==> src/rtl/bandai2003_pkg.sv <==
// ============================================================================
// Package  : bandai2003_pkg
// Purpose  : Constants and state encoding shared by the BANDAI2003 mapper
//            and its console-side unlock host.
// Revision : 1.0  initial release
// ============================================================================
`default_nettype none

package bandai2003_pkg;

  localparam logic [7:0]  UNLOCK_ACK = 8'h5A;
  localparam logic [7:0]  UNLOCK_NAK = 8'hA5;
  localparam logic [7:0]  ADDR_IDLE  = 8'hFF;
  localparam logic [15:0] FRAME_WORD = 16'h28A0;
  localparam int          FRAME_BITS = 18;

  typedef enum logic [2:0] {
    ST_IDLE  = 3'd0,
    ST_ACK   = 3'd1,
    ST_NAK   = 3'd2,
    ST_HUNT  = 3'd3,
    ST_DATA  = 3'd4,
    ST_TRAIL = 3'd5,
    ST_DONE  = 3'd6,
    ST_FAIL  = 3'd7
  } state_e;

  function automatic logic [7:0] addr_for_state(input state_e s);
    logic [7:0] a;
    a = ADDR_IDLE;
    if (s == ST_ACK) a = UNLOCK_ACK;
    if (s == ST_NAK) a = UNLOCK_NAK;
    return a;
  endfunction

endpackage

`default_nettype wire

==> src/rtl/bandai2003_unlock_host_if.sv <==
// ============================================================================
// Interface : bandai2003_unlock_host_if
// Purpose   : Request, cart-bus and status signals of the unlock host.
// Revision  : 1.0  initial release
// ============================================================================
`default_nettype none

interface bandai2003_unlock_host_if;
  logic        start_i;
  logic        si_i;
  logic [7:0]  addr_o;
  logic        addr_oe_o;
  logic        busy_o;
  logic        done_o;
  logic        fail_o;
  logic [15:0] rx_word_o;
  logic        ctrl1_b7_o;

  modport master (
    input  start_i, si_i,
    output addr_o, addr_oe_o, busy_o, done_o, fail_o, rx_word_o, ctrl1_b7_o
  );

  modport slave (
    output start_i, si_i,
    input  addr_o, addr_oe_o, busy_o, done_o, fail_o, rx_word_o, ctrl1_b7_o
  );
endinterface

`default_nettype wire

==> src/rtl/bandai2003_sync_bit.sv <==
// ============================================================================
// Module   : bandai2003_sync_bit
// Purpose  : STAGES-deep single-bit synchronizer; resets to 1 (idle line level).
// Revision : 1.0  initial release
// ============================================================================
`default_nettype none

module bandai2003_sync_bit #(
  parameter int STAGES = 2
) (
  input  logic clk_i,
  input  logic rst_i,
  input  logic d_i,
  output logic q_o
);

  logic [STAGES-1:0] sync_q;

  generate
    if (STAGES == 1) begin : g_single
      always_ff @(posedge clk_i or posedge rst_i) begin
        if (rst_i) sync_q <= '1;
        else       sync_q <= d_i;
      end
    end else begin : g_chain
      always_ff @(posedge clk_i or posedge rst_i) begin
        if (rst_i) sync_q <= '1;
        else       sync_q <= {sync_q[STAGES-2:0], d_i};
      end
    end
  endgenerate

  assign q_o = sync_q[STAGES-1];

endmodule

`default_nettype wire

==> src/rtl/bandai2003_unlock_host.sv <==
// ============================================================================
// Module   : bandai2003_unlock_host
// Purpose  : Drives the 5Ah/A5h cart unlock, receives and checks the mapper's
//            18-bit reply frame, and sets SYSTEM_CTRL1 bit 7 on a match.
// Revision : 1.0  initial release
// ============================================================================
`default_nettype none

module bandai2003_unlock_host
  import bandai2003_pkg::*;
#(
  parameter int          SYNC_STAGES = 2,
  parameter int          TIMEOUT     = 32,
  parameter logic [15:0] EXPECT      = FRAME_WORD
) (
  input  logic                       clk_i,
  input  logic                       rst_i,
  bandai2003_unlock_host_if.master   host_if
);

  localparam int             TW         = (TIMEOUT > 1) ? $clog2(TIMEOUT) : 1;
  localparam logic [TW-1:0]  TIMER_LAST = TW'(TIMEOUT - 1);
  // Payload bits only: frame minus start and trailer, counted from zero.
  localparam logic [3:0]     BIT_LAST   = 4'(FRAME_BITS - 3);

  state_e         state_q, state_d;
  logic [TW-1:0]  timer_q, timer_d;
  logic [3:0]     bitcnt_q, bitcnt_d;
  logic [15:0]    rx_q, rx_d;
  logic           ctrl_q, ctrl_d;
  logic           si_s;

  bandai2003_sync_bit #(
    .STAGES (SYNC_STAGES)
  ) u_sync (
    .clk_i (clk_i),
    .rst_i (rst_i),
    .d_i   (host_if.si_i),
    .q_o   (si_s)
  );

  always_ff @(posedge clk_i or posedge rst_i) begin
    if (rst_i) begin
      state_q  <= ST_IDLE;
      timer_q  <= '0;
      bitcnt_q <= '0;
      rx_q     <= '0;
      ctrl_q   <= 1'b0;
    end else begin
      state_q  <= state_d;
      timer_q  <= timer_d;
      bitcnt_q <= bitcnt_d;
      rx_q     <= rx_d;
      ctrl_q   <= ctrl_d;
    end
  end

  always_comb begin
    state_d  = state_q;
    timer_d  = timer_q;
    bitcnt_d = bitcnt_q;
    rx_d     = rx_q;
    ctrl_d   = ctrl_q;
    case (state_q)
      ST_IDLE, ST_DONE, ST_FAIL: begin
        if (host_if.start_i) begin
          state_d  = ST_ACK;
          timer_d  = '0;
          bitcnt_d = '0;
        end
      end
      ST_ACK: state_d = ST_NAK;
      ST_NAK: state_d = ST_HUNT;
      ST_HUNT: begin
        if (!si_s)                     state_d = ST_DATA;
        else if (timer_q == TIMER_LAST) state_d = ST_FAIL;
        else                           timer_d = timer_q + TW'(1);
      end
      ST_DATA: begin
        rx_d = {si_s, rx_q[15:1]};
        if (bitcnt_q == BIT_LAST) state_d  = ST_TRAIL;
        else                      bitcnt_d = bitcnt_q + 4'd1;
      end
      ST_TRAIL: begin
        if (!si_s && (rx_q == EXPECT)) begin
          state_d = ST_DONE;
          ctrl_d  = 1'b1;
        end else begin
          state_d = ST_FAIL;
        end
      end
      default: state_d = ST_IDLE;
    endcase
  end

  assign host_if.addr_o     = addr_for_state(state_q);
  assign host_if.addr_oe_o  = (state_q == ST_ACK) || (state_q == ST_NAK);
  assign host_if.busy_o     = !((state_q == ST_IDLE) || (state_q == ST_DONE) ||
                                (state_q == ST_FAIL));
  assign host_if.done_o     = (state_q == ST_DONE);
  assign host_if.fail_o     = (state_q == ST_FAIL);
  assign host_if.rx_word_o  = rx_q;
  assign host_if.ctrl1_b7_o = ctrl_q;

endmodule

`default_nettype wire

==> src/flat_wrapper.sv <==
// flat-port wrapper written by rule: the top's interface ports become plain ports
module bandai2003_unlock_host_flat import bandai2003_pkg::*;
#(
  parameter int          SYNC_STAGES = 2,
  parameter int          TIMEOUT     = 32,
  parameter logic [15:0] EXPECT      = FRAME_WORD
)
  (clk_i, rst_i, host_if_start_i, host_if_si_i, host_if_addr_o, host_if_addr_oe_o, host_if_busy_o, host_if_done_o, host_if_fail_o, host_if_rx_word_o, host_if_ctrl1_b7_o);
  bandai2003_unlock_host_if host_if_i ();
  input  logic clk_i;
  input  logic rst_i;
  input wire logic [$bits(host_if_i.start_i)-1:0] host_if_start_i;
  input wire logic [$bits(host_if_i.si_i)-1:0] host_if_si_i;
  output wire logic [$bits(host_if_i.addr_o)-1:0] host_if_addr_o;
  output wire logic [$bits(host_if_i.addr_oe_o)-1:0] host_if_addr_oe_o;
  output wire logic [$bits(host_if_i.busy_o)-1:0] host_if_busy_o;
  output wire logic [$bits(host_if_i.done_o)-1:0] host_if_done_o;
  output wire logic [$bits(host_if_i.fail_o)-1:0] host_if_fail_o;
  output wire logic [$bits(host_if_i.rx_word_o)-1:0] host_if_rx_word_o;
  output wire logic [$bits(host_if_i.ctrl1_b7_o)-1:0] host_if_ctrl1_b7_o;
  assign host_if_i.start_i = host_if_start_i;
  assign host_if_i.si_i = host_if_si_i;
  assign host_if_addr_o = host_if_i.addr_o;
  assign host_if_addr_oe_o = host_if_i.addr_oe_o;
  assign host_if_busy_o = host_if_i.busy_o;
  assign host_if_done_o = host_if_i.done_o;
  assign host_if_fail_o = host_if_i.fail_o;
  assign host_if_rx_word_o = host_if_i.rx_word_o;
  assign host_if_ctrl1_b7_o = host_if_i.ctrl1_b7_o;
  bandai2003_unlock_host #(.SYNC_STAGES(SYNC_STAGES), .TIMEOUT(TIMEOUT), .EXPECT(EXPECT)) u_core (.clk_i(clk_i), .rst_i(rst_i), .host_if(host_if_i));
endmodule
==> config.mk <==
export PLATFORM = sky130hd
export DESIGN_NAME = bandai2003_unlock_host_flat
export DESIGN_NICKNAME = d
export VERILOG_FILES = /design/src/rtl/bandai2003_pkg.sv /design/src/rtl/bandai2003_unlock_host_if.sv /design/src/rtl/bandai2003_sync_bit.sv /design/src/rtl/bandai2003_unlock_host.sv /design/src/flat_wrapper.sv
export SDC_FILE = /design/constraint.sdc
export NUM_CORES = 1
export LEC_CHECK = 0
export BUFFER_PORTS_ARGS = -buffer_cell sky130_fd_sc_hd__buf_2
export CORE_MARGIN = 5
export CORE_UTILIZATION = 40
export CTS_CLUSTER_DIAMETER = 30
export CTS_CLUSTER_SIZE = 25
export DETAILED_ROUTE_END_ITERATION = 10
export SYNTH_ARGS = -nofsm -noshare
export SYNTH_HDL_FRONTEND = slang
export SYNTH_SLANG_ARGS = --single-unit
==> constraint.sdc <==
create_clock -name clk_i -period 2.3 [get_ports clk_i]
set_input_delay 0 -clock clk_i [delete_from_list [all_inputs] [get_ports clk_i]]
set_output_delay 0 -clock clk_i [all_outputs]
set_load 0.01 [all_outputs]
# Yosys cells after proc, flatten, opt, wreduce, memory -nomap -nowiden
# Index checks and enable logic that the tools add are counted.
dict set report totals {
  ff_bits 31
  wordCells 53
  out_inout_bits 29
}
dict set report classes {
  n_mux 15
  n_eq_ne 16
  reduce_logical 14
  add_sub_neg 2
}
# op n
set ops {}
lappend ops {{one-hot mux 3 bit (6 select lines)} 1}
lappend ops {{equality test 16 x 14 -> 1 bit, second input constant} 1}
lappend ops {{two-way mux 8 bit} 2}
lappend ops {{two-way mux 5 bit} 3}
lappend ops {{equality test 3 bit, second input constant} 4}
lappend ops {{two-way mux 3 bit} 4}
lappend ops {{one-hot mux 5 bit (2 select lines)} 1}
lappend ops {{two-way mux 4 bit} 2}
lappend ops {{inequality test 2 bit, second input constant} 4}
lappend ops {{one-hot mux 4 bit (2 select lines)} 1}
lappend ops {{equality test 3 x 2 -> 1 bit, second input constant} 2}
lappend ops {{AND reduction 3 bit} 2}
lappend ops {{adder 5 x 1 -> 5 bit, second input constant} 1}
lappend ops {{equality test 5 bit, second input constant} 1}
lappend ops {{adder 4 x 1 -> 4 bit, second input constant} 1}
lappend ops {{equality test 4 bit, second input constant} 1}
lappend ops {{AND reduction 4 bit} 1}
lappend ops {{nonzero test 2 bit} 2}
lappend ops {{equality test 3 x 1 -> 1 bit, second input constant} 1}
lappend ops {{zero test 3 bit} 1}
lappend ops {{logical OR 1 bit} 3}
lappend ops {{inequality test 3 x 2 -> 1 bit, second input constant} 1}
lappend ops {{OR reduction 3 bit} 1}
lappend ops {{zero test 1 bit} 2}
lappend ops {{other kinds (4)} 4}

# Depth between registers and ports, before layout
dict set report logic_depth {
  word_depth 4
  ltp_mapped 8
}

# Cells and area by module
# A second synthesis with hierarchy kept.
dict set report hier_totals {
  cells_unflattened 164
  area_unflattened_um2 1545.2
}
# module area_per_inst_um2 seq_area_each_um2 n_inst cells_per_inst
set by_module_without_submodules {}
lappend by_module_without_submodules {bandai2003_unlock_host 1488.9 725.7 1 161}
lappend by_module_without_submodules {bandai2003_sync_bit 56.3 52.6 1 3}

# Worst setup path before layout
# OpenSTA, ideal clock, no wires.
dict set report synth_path {
  path_type {register to register}
  from {register u_core.timer_q[0]}
  to {register u_core.timer_q[0]}
  slack_ns 0.219
  stages_incl_launch_ff 8
  n_path_buf 0
  synth_period_minus_slack_ns 2.081
  arrival_time_ns 1.956
  path_cell_list {dfrtp_1 > ha_1 > and3_1 > ha_1 > and2b_1 > o22ai_2 > a211oi_4 > mux2_4}
}
dict set report synth_via {
  elab_chain_cells 4
}
# element line
set synth_rtl {}
lappend synth_rtl {{start, declared} bandai2003_unlock_host.sv:27} ;# logic [TW-1:0] timer_q, timer_d;
lappend synth_rtl {{start signal, assigned} bandai2003_unlock_host.sv:51} ;# timer_q <= timer_d;
lappend synth_rtl {{adder 5 x 1 -> 5 bit} bandai2003_unlock_host.sv:77} ;# else timer_d = timer_q + TW'(1);
lappend synth_rtl {{two-way mux 5 bit} bandai2003_unlock_host.sv:76} ;# else if (timer_q == TIMER_LAST) state_d = ST_FAIL;
lappend synth_rtl {{two-way mux 5 bit} bandai2003_unlock_host.sv:75} ;# if (!si_s) state_d = ST_DATA;
lappend synth_rtl {{one-hot mux 5 bit (2 select lines)} bandai2003_unlock_host.sv:64} ;# case (state_q)
# Several ways; a longest one is shown, not always the timed one. The select of a mux whose other input is x is not followed.
# A chain may end at the register's enable or synchronous reset.

# Final worst setup path
dict set report layout_path {
  from {register u_core.timer_q[0]}
  to {register u_core.timer_q[1]}
}
# Same word-level chain as after synthesis.

==> results.py <==
metrics = {
    "detailed_routing": {
        "post-route-drc-count": 0,
        "vias": 1394,
        "first_iter_violations": 92,
        "antenna_left": 0,
        "drt-pass1-iter-count": 4,
        "via_per_inst": 5.05,
        "wire_per_inst_um": 12.6,
        "drt_wl_total_um": 3460,
    },
    "logic_synthesis": {
        "synth_area_leaders": "dfrtp_1, nand2_1, ha_1",
        "synthArstFlopShare_pct": 100,
        "ys_seq_area_share_pct": 44.2,
        "synthDistinctLibCells": 52,
        "yosysMostFrequentCell": "nand2_1",
        "synth_area_per_cell_sq_um": 9.26,
        "synth_common_cells": "nand2_1, dfrtp_1, inv_1, nor2_1",
        "yosysTopAreaCell": "dfrtp_1",
        "synth_top_area_share_pct": 41.3,
        "ys_ff_latch": 31,
        "yosysWarnings": 0,
        "ys.flop_type": "dfrtp_1",
        "synth_nets": 199,
        "synth_area_sq_um": 1760,
        "syn_inst": 190,
        "synth_edf_count": 0,
    },
    "pwr": {
        "vdd_drop_max_uv": 398,
        "p_leak_nw": 1.08,
        "p_per_area_nw_per_um2": 1130,
    },
    "sta": {
        "setup_tns_ps": 0,
        "worst_clock_skew_ps": 4.19,
        "slew_headroom_pct": 62.6,
        "finalCritPeriodShare_pct": 92.0,
        "period_needed_ps": 2120,
        "rsz0062_at_grt": "no",
        "slew_viol_final": 0,
        "fmax_mhz": 473,
        "setup_violations": 0,
        "hold_violations": 0,
        "worst_pin_slew_ps": 561,
    },
    "critical_path": {
        "crit_top_cell": "ha_1",
        "cp_slowest_stage_delay_ps": 420,
        "reg2reg_depth": 8,
        "required_ps": 2500,
        "cp_slowest_cell": "dfrtp_1",
        "cp_top_family": "simple AND/OR/NAND/NOR gates",
        "path_buf_inv": 1,
        "worst-path-stages": 8,
        "cp-start-kind": "flop",
        "crit_chain": "ha_1 -> and3_1 -> ha_1 -> and2b_1 -> o22ai_2 -> a211oi_4 -> buf_4 -> mux2i_1",
        "arrival_ps": 2320,
        "cp_max_fo": 4,
        "critPathKind": "flop to flop",
        "crit_path_end_kind": "flop",
    },
    "final_layout": {
        "stdcell_count": 276,
        "syn2layout_area_growth_pct": 16.8,
        "fin_area_sq_um": 2050,
        "final_nets": 232,
        "drive_gt1_share_pct": 27.7,
        "diodes": 0,
    },
    "worst_hold_path": {
        "hold_depth": 4,
        "hp-class": "input port to flop",
    },
    "global_routing": {
        "grtUsageMet1_pct": 18.4,
        "antenna_found_initial": 0,
        "met3_usage_pct": 3.55,
        "busiest_layer": "met2",
        "grt_pass1_vias": 1315,
        "grt_max_degree": 32,
        "overflow": 0,
        "grt_util_met2_pct": 19.8,
        "grt_pass1_wl_um": 6360,
        "track_usage_pct": 13.1,
    },
    "floorplan": {
        "ios": 33,
        "die_y_um": 76.3,
        "die-area_sq_um": 5820,
        "fp-row-count": 24,
        "coreArea_sq_um": 4320,
        "die_w_um": 76.3,
        "start_util_pct": 40.7,
    },
    "clock_network": {
        "clkSinkCount": 31,
        "clk_pin_slew_ps": 70,
        "ctsRootBufferMaster": "clkbuf_8",
        "cts_tree": "yes",
        "cts_max_level": 2,
        "cts_buffers": 5,
        "clk_latency_ps": 280,
        "cts.repair.resized": 0,
        "clockBufferDepth": 2,
    },
    "placed_design": {
        "port_buffers": 32,
        "placed_area_sq_um": 1920,
        "dp_hpwl_um": 2460,
        "place_inst": 266,
        "finalWeightedCongestion": 0.768,
    },
    "flow_run": {
        "drv_cap": 0,
    },
    "outcome": {
        "outcome": "finished, final reports clean",
    },
}
-- logic make-up (layout without fill, tap and decap cells) --
| kind of cell | after synthesis | after routing | share of synthesized area [%] |
|---|---|---|---|
| fa+ha+maj | 5 | 5 | 3.56 |
| mux | 5 | 5 | 3.13 |
| flops | 31 | 31 | 44.2 |
| compound gates | 29 | 29 | 13.9 |
| buf+inv | 23 | 57 | 8.04 |
| simple gates | 97 | 97 | 27.1 |
-- path summary, 6_finish.rpt --
path	startpoint	to	slack, ps
worst max-delay path	u_core.timer_q[0]	u_core.timer_q[1]	180
worst min-delay path	host_if_start_i	u_core.bitcnt_q[0]	200
worst max register to register	u_core.timer_q[0]	u_core.timer_q[1]	180
worst min register to register	u_core.u_sync.sync_q[0]	u_core.u_sync.sync_q[1]	360
max in group asynchronous	rst_i	u_core.u_sync.sync_q[1]	1660
min in group asynchronous	rst_i	u_core.host_if.rx_word_o[5]	330
-- power by group --
group,internal [W],switching [W]
clock,0.000322,0.000216
combinational,0.000447,0.000553
sequential,0.000639,0.000142
total,0.00141,0.000911
-- worst register-to-register path, stage by stage (launching register included) --
cell and delay (ps):
dfrtp_1 420, ha_1 230, and3_1 190, ha_1 160
and2b_1 240, o22ai_2 130, a211oi_4 300, buf_4 170
mux2i_1 200
-- per-layer routing --
metal | routed length (um) | up-vias
met1 | 1770 | 661
li1 | - | 700
met3 | 134 | 4
met4 | 37 | 0
met2 | 1520 | 29
met5 | 0 | -
-- layout make-up --
type	instances	area [sq um]
Clock inverter	3	43.8
Multi-Input combinational cell	136	840
Timing Repair Buffer	40	225
Sequential cell	31	778
Clock buffer	5	68.8
Fill cell	413	2270
Tap cell	52	65.1
Inverter	9	33.8
-- metrics by stage --
step	utilization [%]	total power (W)	hold WS (ps)	setup slack (ps)
after CTS	47.5	0.00234	186	167
after global placement	44.4	0.00179	102	229
after global routing	47.5	0.00250	221	13.4
final	47.5	0.00232	203	184
after detailed placement	44.4	0.00179	99.8	195
after floorplan	-	0.00161	4.48	219
-- what timing repair did --
| action | in CTS | in global routing |
|---|---|---|
| hold buffers | 2 | 0 |
| setup buffers | 0 | 0 |
| hold endpoints to repair | 30 | 0 |
-- registers in the layout (all words and copies together) (netlist names) --
name,count
u_core.host_if.ctrl1_b7_o,1
u_core.timer_q,5
u_core.bitcnt_q,4
u_core.state_q,3
u_core.u_sync.sync_q,2
u_core.host_if.rx_word_o,16
-- cell usage in the layout, fill, tap and decap left out, types with 2 or more instances in the layout --
master,count
a21o_1,3
a31oi_1,2
buf_2,32
buf_4,6
clkbuf_8,5
dfrtp_1,29
dfstp_2,2
dlygate4sd3_1,2
ha_1,5
inv_1,9
mux2i_1,4
nand2_1,59
nand2b_1,2
nand3_1,6
nand4_1,3
nor2_1,9
nor3_1,2
o21ai_0,5
o21ai_2,2
or2b_1,2
Power figures use the tool's default switching activity.
